### config.mk
export PLATFORM = sky130hd
export DESIGN_NAME = bbox_scan_engine
export DESIGN_NICKNAME = d
export VERILOG_FILES = /design/src/rtl/bbox_scan_engine.sv
export SDC_FILE = /design/constraint.sdc
export NUM_CORES = 1
export LEC_CHECK = 0
export CAP_MARGIN = 20
export CORE_MARGIN = 2
export CORE_UTILIZATION = 35
export CTS_BUF_LIST = sky130_fd_sc_hd__clkbuf_16
export DETAILED_ROUTE_END_ITERATION = 12
export PLACE_DENSITY = 0.63
export SYNTH_ARGS = -nofsm -noshare
export SYNTH_HDL_FRONTEND = slang
export SYNTH_SLANG_ARGS = --single-unit
export TNS_END_PERCENT = 30
### constraint.sdc
create_clock -name CLOCK_50 -period 3.47 [get_ports CLOCK_50]
set_input_delay 0.694 -clock CLOCK_50 [delete_from_list [all_inputs] [get_ports CLOCK_50]]
set_output_delay 0.694 -clock CLOCK_50 [all_outputs]
set_load 0.01 [all_outputs]
### src/rtl/bbox_scan_engine.sv
// rtl/bbox_scan_engine.sv - raster-scan colour-window bounding-box engine over an external sync RAM
// Optional foreground pixel counter enabled by BBOX_AREA_COUNT_EN.
module bbox_scan_engine #(
  parameter int IMG_W  = 320,
  parameter int IMG_H  = 240,
  parameter int NUM_CH = 3,
  parameter int CH_W   = 8,
  parameter int ADDR_W = $clog2(IMG_W*IMG_H),
  parameter int X_W    = $clog2(IMG_W),
  parameter int Y_W    = $clog2(IMG_H)
) (
  input  logic                     CLOCK_50,
  input  logic                     reset,
  input  logic                     start,
  input  logic [NUM_CH*CH_W-1:0]   thresh_lo,
  input  logic [NUM_CH*CH_W-1:0]   thresh_hi,
  output logic                     mem_rd,
  output logic [ADDR_W-1:0]        mem_addr,
  input  logic [NUM_CH*CH_W-1:0]   mem_rdata,
  output logic                     busy,
  output logic                     done,
  output logic                     found,
  output logic [X_W-1:0]           x_min,
  output logic [X_W-1:0]           x_max,
  output logic [Y_W-1:0]           y_min,
  output logic [Y_W-1:0]           y_max
`ifdef BBOX_AREA_COUNT_EN
  ,
  output logic [ADDR_W:0]          fg_count
`endif
);

  localparam int NPIX = IMG_W * IMG_H;
  localparam logic [ADDR_W-1:0] LAST_ADDR = ADDR_W'(NPIX - 1);
  localparam logic [X_W-1:0]    X_LAST    = X_W'(IMG_W - 1);
  localparam logic [Y_W-1:0]    Y_LAST    = Y_W'(IMG_H - 1);

  typedef enum logic [1:0] {IDLE, SCAN, DRAIN, DONE} state_t;

  state_t state, state_next;
  logic   accept;

  logic [NUM_CH*CH_W-1:0] lo_q, hi_q;
  logic [X_W-1:0] cur_x, tag_x;
  logic [Y_W-1:0] cur_y, tag_y;
  logic           tag_vld;
  logic           hit;
  logic           found_n;
  logic [X_W-1:0] x_min_n, x_max_n;
  logic [Y_W-1:0] y_min_n, y_max_n;

  always_ff @(posedge CLOCK_50) begin
    if (reset) state <= IDLE;
    else       state <= state_next;
  end

  always_comb begin
    state_next = state;
    accept     = 1'b0;
    case (state)
      IDLE, DONE: begin
        if (start) begin
          accept     = 1'b1;
          state_next = SCAN;
        end
      end
      SCAN:    if (mem_addr == LAST_ADDR) state_next = DRAIN;
      DRAIN:   state_next = DONE;
      default: state_next = IDLE;
    endcase
  end

  // tag_* lines up with mem_rdata: both refer to the address driven one cycle earlier
  always_comb begin
    hit = tag_vld;
    for (int c = 0; c < NUM_CH; c++) begin
      if (mem_rdata[c*CH_W +: CH_W] < lo_q[c*CH_W +: CH_W] ||
          mem_rdata[c*CH_W +: CH_W] > hi_q[c*CH_W +: CH_W])
        hit = 1'b0;
    end
  end

  always_comb begin
    found_n = found | hit;
    x_min_n = (hit && tag_x < x_min) ? tag_x : x_min;
    x_max_n = (hit && tag_x > x_max) ? tag_x : x_max;
    y_min_n = (hit && tag_y < y_min) ? tag_y : y_min;
    y_max_n = (hit && tag_y > y_max) ? tag_y : y_max;
  end

  always_ff @(posedge CLOCK_50) begin
    if (reset) begin
      lo_q     <= '0;
      hi_q     <= '0;
      cur_x    <= '0;
      cur_y    <= '0;
      tag_x    <= '0;
      tag_y    <= '0;
      tag_vld  <= 1'b0;
      mem_rd   <= 1'b0;
      mem_addr <= '0;
      busy     <= 1'b0;
      done     <= 1'b0;
      found    <= 1'b0;
      x_min    <= '0;
      x_max    <= '0;
      y_min    <= '0;
      y_max    <= '0;
    end else begin
      tag_vld <= mem_rd;
      tag_x   <= cur_x;
      tag_y   <= cur_y;
      if (accept) begin
        lo_q     <= thresh_lo;
        hi_q     <= thresh_hi;
        done     <= 1'b0;
        found    <= 1'b0;
        x_min    <= X_LAST;
        y_min    <= Y_LAST;
        x_max    <= '0;
        y_max    <= '0;
        mem_addr <= '0;
        mem_rd   <= 1'b1;
        busy     <= 1'b1;
        cur_x    <= '0;
        cur_y    <= '0;
      end else begin
        if (state == SCAN) begin
          if (mem_addr == LAST_ADDR) begin
            mem_rd <= 1'b0;
          end else begin
            mem_addr <= mem_addr + 1'b1;
            if (cur_x == X_LAST) begin
              cur_x <= '0;
              cur_y <= cur_y + 1'b1;
            end else begin
              cur_x <= cur_x + 1'b1;
            end
          end
        end
        if (state == SCAN || state == DRAIN) begin
          found <= found_n;
          x_min <= x_min_n;
          x_max <= x_max_n;
          y_min <= y_min_n;
          y_max <= y_max_n;
        end
        // The last pixel lands on the same edge that raises done
        if (state == DRAIN) begin
          busy <= 1'b0;
          done <= 1'b1;
          if (!found_n) begin
            x_min <= '0;
            x_max <= '0;
            y_min <= '0;
            y_max <= '0;
          end
        end
      end
    end
  end

`ifdef BBOX_AREA_COUNT_EN
  always_ff @(posedge CLOCK_50) begin
    if (reset) begin
      fg_count <= '0;
    end else if (accept) begin
      fg_count <= '0;
    end else if ((state == SCAN || state == DRAIN) && hit &&
                 fg_count != (ADDR_W+1)'(NPIX)) begin
      fg_count <= fg_count + 1'b1;
    end
  end
`endif

endmodule
==> results.txt <==
----------------------------------------------------
[Placed design]
  HPWL after detailed placement ... between 10 and 15 mm
  Port Buffers ... 129
  Final weighted congestion in routability-driven placement ... 0.796
  Setup WS pre-CTS ... 0.0493 ns

[Clock tree]
  CTS clock-pin slew for the worst setup and hold paths ... about 0.06 ns
  Number of H-tree levels ... 4
  Buffers from clock root to sink, at most ... 2
  CTS tree ... built
  Count of clock tree sinks ... 140
  CTS Root Cell ... sky130_fd_sc_hd__clkbuf_16
  Clock latency at the later pin of the worst-skew pair ... 0.42 ns
  Number of buffers added by the clock tree synthesis step ... 17
  Number of gates given a new drive strength after cts ... 0
  Cts-stage hold buffer count ... 0
  Number of setup buffers added after CTS ... 0

[Worst setup path]
  Cells along the critical path ... clkdlybuf4s50_1 > ha_1 > a211oi_1 > nor2_1 > nand4bb_1 > a22o_1 > nor4_4 > a21oi_1 > a221o_1
  Count of buffering cells on the critical path with inverters included ... 1
  Critical path fanouts, max ... 7
  Startpoint-to-endpoint class of the critical path ... in -> reg
  Worst setup SP type ... input port
  Dominant delay contributor by cell family on the critical path ... compound AO/OA/AOI/OAI gates
  Required time at the endpoint of the critical path ... 3.77 ns
  Worst stage delay on the critical path ... between 0.4 and 0.5 ns
  CP Data Arrival Time ... 3.31 ns
  Library cell contributing the largest single delay on the critical path ... sky130_fd_sc_hd__clkdlybuf4s50_1
  Kind of end point of the critical path ... register

[STA]
  Setup repair after global routing missed its margin ... false
  Setup tns final ... 0 ns
  Post-route minimum period ... between 3 and 4 ns
  Hold Fails Final Rpt ... 0
  Final clock period utilization by the worst path ... 0.866
  Skew final ... 0.00975 ns
  Count of pins over their slew limit ... 0
  Total of endpoints with negative setup slack in the final report ... 0
  Fmax ... 333 MHz
  Relative max-transition margin ... 0.481
  Post-route worst setup slack ... 0.464 ns
  Slew at the pin closest to its max-slew limit ... around 0.77 ns

[Logic synthesis]
  Synth area leaders ... sky130_fd_sc_hd__dfxtp_1, sky130_fd_sc_hd__ha_1, sky130_fd_sc_hd__o21ai_0, sky130_fd_sc_hd__inv_1, sky130_fd_sc_hd__nand2_1
  Synthesized net count ... ~950
  Per-instance average area after synthesis ... ~8.8 µm²
  Number of distinct library cell variants in the gate-level netlist after synthesis ... 56
  Proportion of netlist area held by the largest area contributor ... 0.400
  Post-synthesis instance total ... just under 800
  Number of enable flip-flop cells after synthesis ... 0
  Register bit total from synthesis ... 140
  Cell type with the largest total area after synthesis ... sky130_fd_sc_hd__dfxtp_1
  Most used flip-flop cell after synthesis ... sky130_fd_sc_hd__dfxtp_1
  Fraction of registers with async set/reset ... 0
  Mapped Area ... 7000 µm²
  Part of the Yosys area used for sequential elements ... 0.400
  Yosys Warn Count ... 0

[Global routing]
  Global-route wire length before repair ... 28.5 mm
  Global-route usage over all layers ... 0.164
  Number of global-route vias before repair ... 5,731
  Sum of overflow across all layers after global routing ... 0
  Pin count of the biggest net entering global routing ... 43
  Antenna violations before repair ... 0

[Pwr]
  Areal power density over the cells ... 536 nW/µm²
  Final total power ... 4.95 mW
  Leakage power of the design ... ~3.5 nW
  Internal power of the cells ... 3.47 mW
  Sw frac ... 0.300
  Part of the total power dissipated in combinational logic ... 0.244
  Net switching power figure ... 1.48 mW
  Maximum ir drop on the vdd rail ... a little over 0.3 mV
  Proportion of power drawn by flip-flops and latches ... 0.384
  Relative contribution of the clock network to total power ... 0.373

[Floorplan]
  Number of placed I/O pins ... 130
  Area of the die ... between 20,000 and 25,000 µm²
  Core box area ... 19,500 µm²
  Initial Utilization ... 0.359
  Overall die height ... roughly 150 µm
  Site Rows ... 51
  Horiz. Die Dim ... 145 µm

[Job]
  Max-cap violations ... 0

[Detailed routing]
  Starting DRT DRC Count ... ~250
  Detailed-routing iteration count for the pre-antenna-repair pass ... 6
  Wire length after detailed routing ... around 17 mm
  Per-cell routed wire length ... between 10 and 15 µm
  DRC violation count after routing ... 0
  Number of vias in the routed layout ... 5,832
  Routed via count divided by cell count ... 4.84
  Count of antenna-violating nets left after detailed routing ... 0

[Finish]
  Combined flip-flop and latch cell area ... 2800 µm²
  Fill count ... 1,915
  Antenna Diode Count ... 0
  Most frequent standard cell in the layout excluding fill and tap cells ... sky130_fd_sc_hd__dfxtp_1
  Relative area change from synthesis to final layout ... 32.1%
  Commonest cells after routing, fill and taps aside ... sky130_fd_sc_hd__dfxtp_1, sky130_fd_sc_hd__clkdlybuf4s50_1, sky130_fd_sc_hd__inv_1, sky130_fd_sc_hd__o21ai_0, sky130_fd_sc_hd__ha_1
  Number of nets at the end of the flow ... 1,085
  Proportion of layout cells with a drive suffix above 1 ... 0.0659
  Multi-input combinational cell area ... 3780 µm²

[Min path]
  Path class of the lowest-slack min-delay path ... reg -> reg

[Outcome]
  Outcome ... complete, no violations

----------------------------------------------------
power groups by stage:
stage	clock (mW)	combinational [mW]	sequential [mW]
2_1_floorplan	0	0.730	1.93
3_3_place_gp	0	1.19	1.93
3_5_place_dp	0	1.22	1.93
4_1_cts	1.88	1.22	1.90
5_1_grt	1.96	1.36	1.92
6_report	1.85	1.21	1.90
through the flow:
step | cell area [µm²] | hold slack (ns) | instances | utilization
finish | 9250 | 0.469 | 1206 | 0.474
global route | 9250 | 0.496 | 1206 | 0.474
CTS | 9250 | 0.474 | 1206 | 0.474
detailed placement | 8650 | 0.460 | 1174 | 0.443
global placement | 8650 | 0.454 | 1174 | 0.443
floorplan | 7000 | 0.441 | 792 | -
flip-flops by register name, summed over array words and instances, names as in the netlist, 8 cells and up:
| name | flops |
|---|---|
| cur_x | 9 |
| cur_y | 8 |
| hi_q | 24 |
| lo_q | 24 |
| mem_addr | 17 |
| tag_x | 9 |
| tag_y | 8 |
| x_max | 9 |
| x_min | 9 |
| y_max | 8 |
| y_min | 8 |
synthesized netlist by cell type, drive strengths merged (3+ instances only):
cell and instances:
a211oi 9, a21o 10, a21oi 51, a221o 14
a22o 7, and3 3, buf 3, clkbuf 20
dfxtp 140, ha 82, inv 89, nand2 69
nand2b 9, nand3 31, nand4 15, nand4bb 3
nor2 44, nor2b 24, nor3 7, nor4 5
o2111ai 5, o21a 11, o21ai 86, or3 7
xnor2 8, xor2 17
worst min-delay path, delay by kind of cell, from the launching register on:
family | cells | cell delay (ns)
flip-flops | 1 | 0.32
AND/OR/NAND/NOR | 2 | 0.12
path summary, 6_finish.rpt:
kind	end	slack, ns	start	depth (start not counted)
worst min register to register	done$_SDFFE_PP0P_	0.47	done$_SDFFE_PP0P_	2
worst max-delay path	x_min[0]$_SDFF_PP0_	0.46	mem_rdata[13]	9
worst min-delay path	done$_SDFFE_PP0P_	0.47	done$_SDFFE_PP0P_	2
worst max register to register	x_min[0]$_SDFF_PP0_	0.87	hi_q[13]$_SDFFE_PP0P_	9
cells by family after synthesis:
kind of cell | share of synthesized area
XOR/XNOR | 0.0313
adder cells (fa/ha/maj) | 0.147
multiplexers | 0.00143
flip-flops | 0.400
AND/OR/NAND/NOR | 0.173
AO/OA/AOI/OAI | 0.187
buffers and inverters | 0.0615
routing by layer:
layer	share of wire	vias to the layer above	GRT usage
li1	-	3039	-
met1	0.49	2675	0.213
met2	0.46	104	0.272
met3	0.042	14	0.0436
met4	0.010	0	0.0402
met5	0	-	0
final cells by class:
type                            count  area share
Clock buffer                       17      0.0460
Clock inverter                     15      0.0189
Inverter                           89      0.0361
Multi-Input combinational cell    540       0.409
Sequential cell                   140       0.303
Tap cell                          265      0.0359
Timing Repair Buffer              140       0.151
Note: power is estimated with default switching activity, not from simulation.
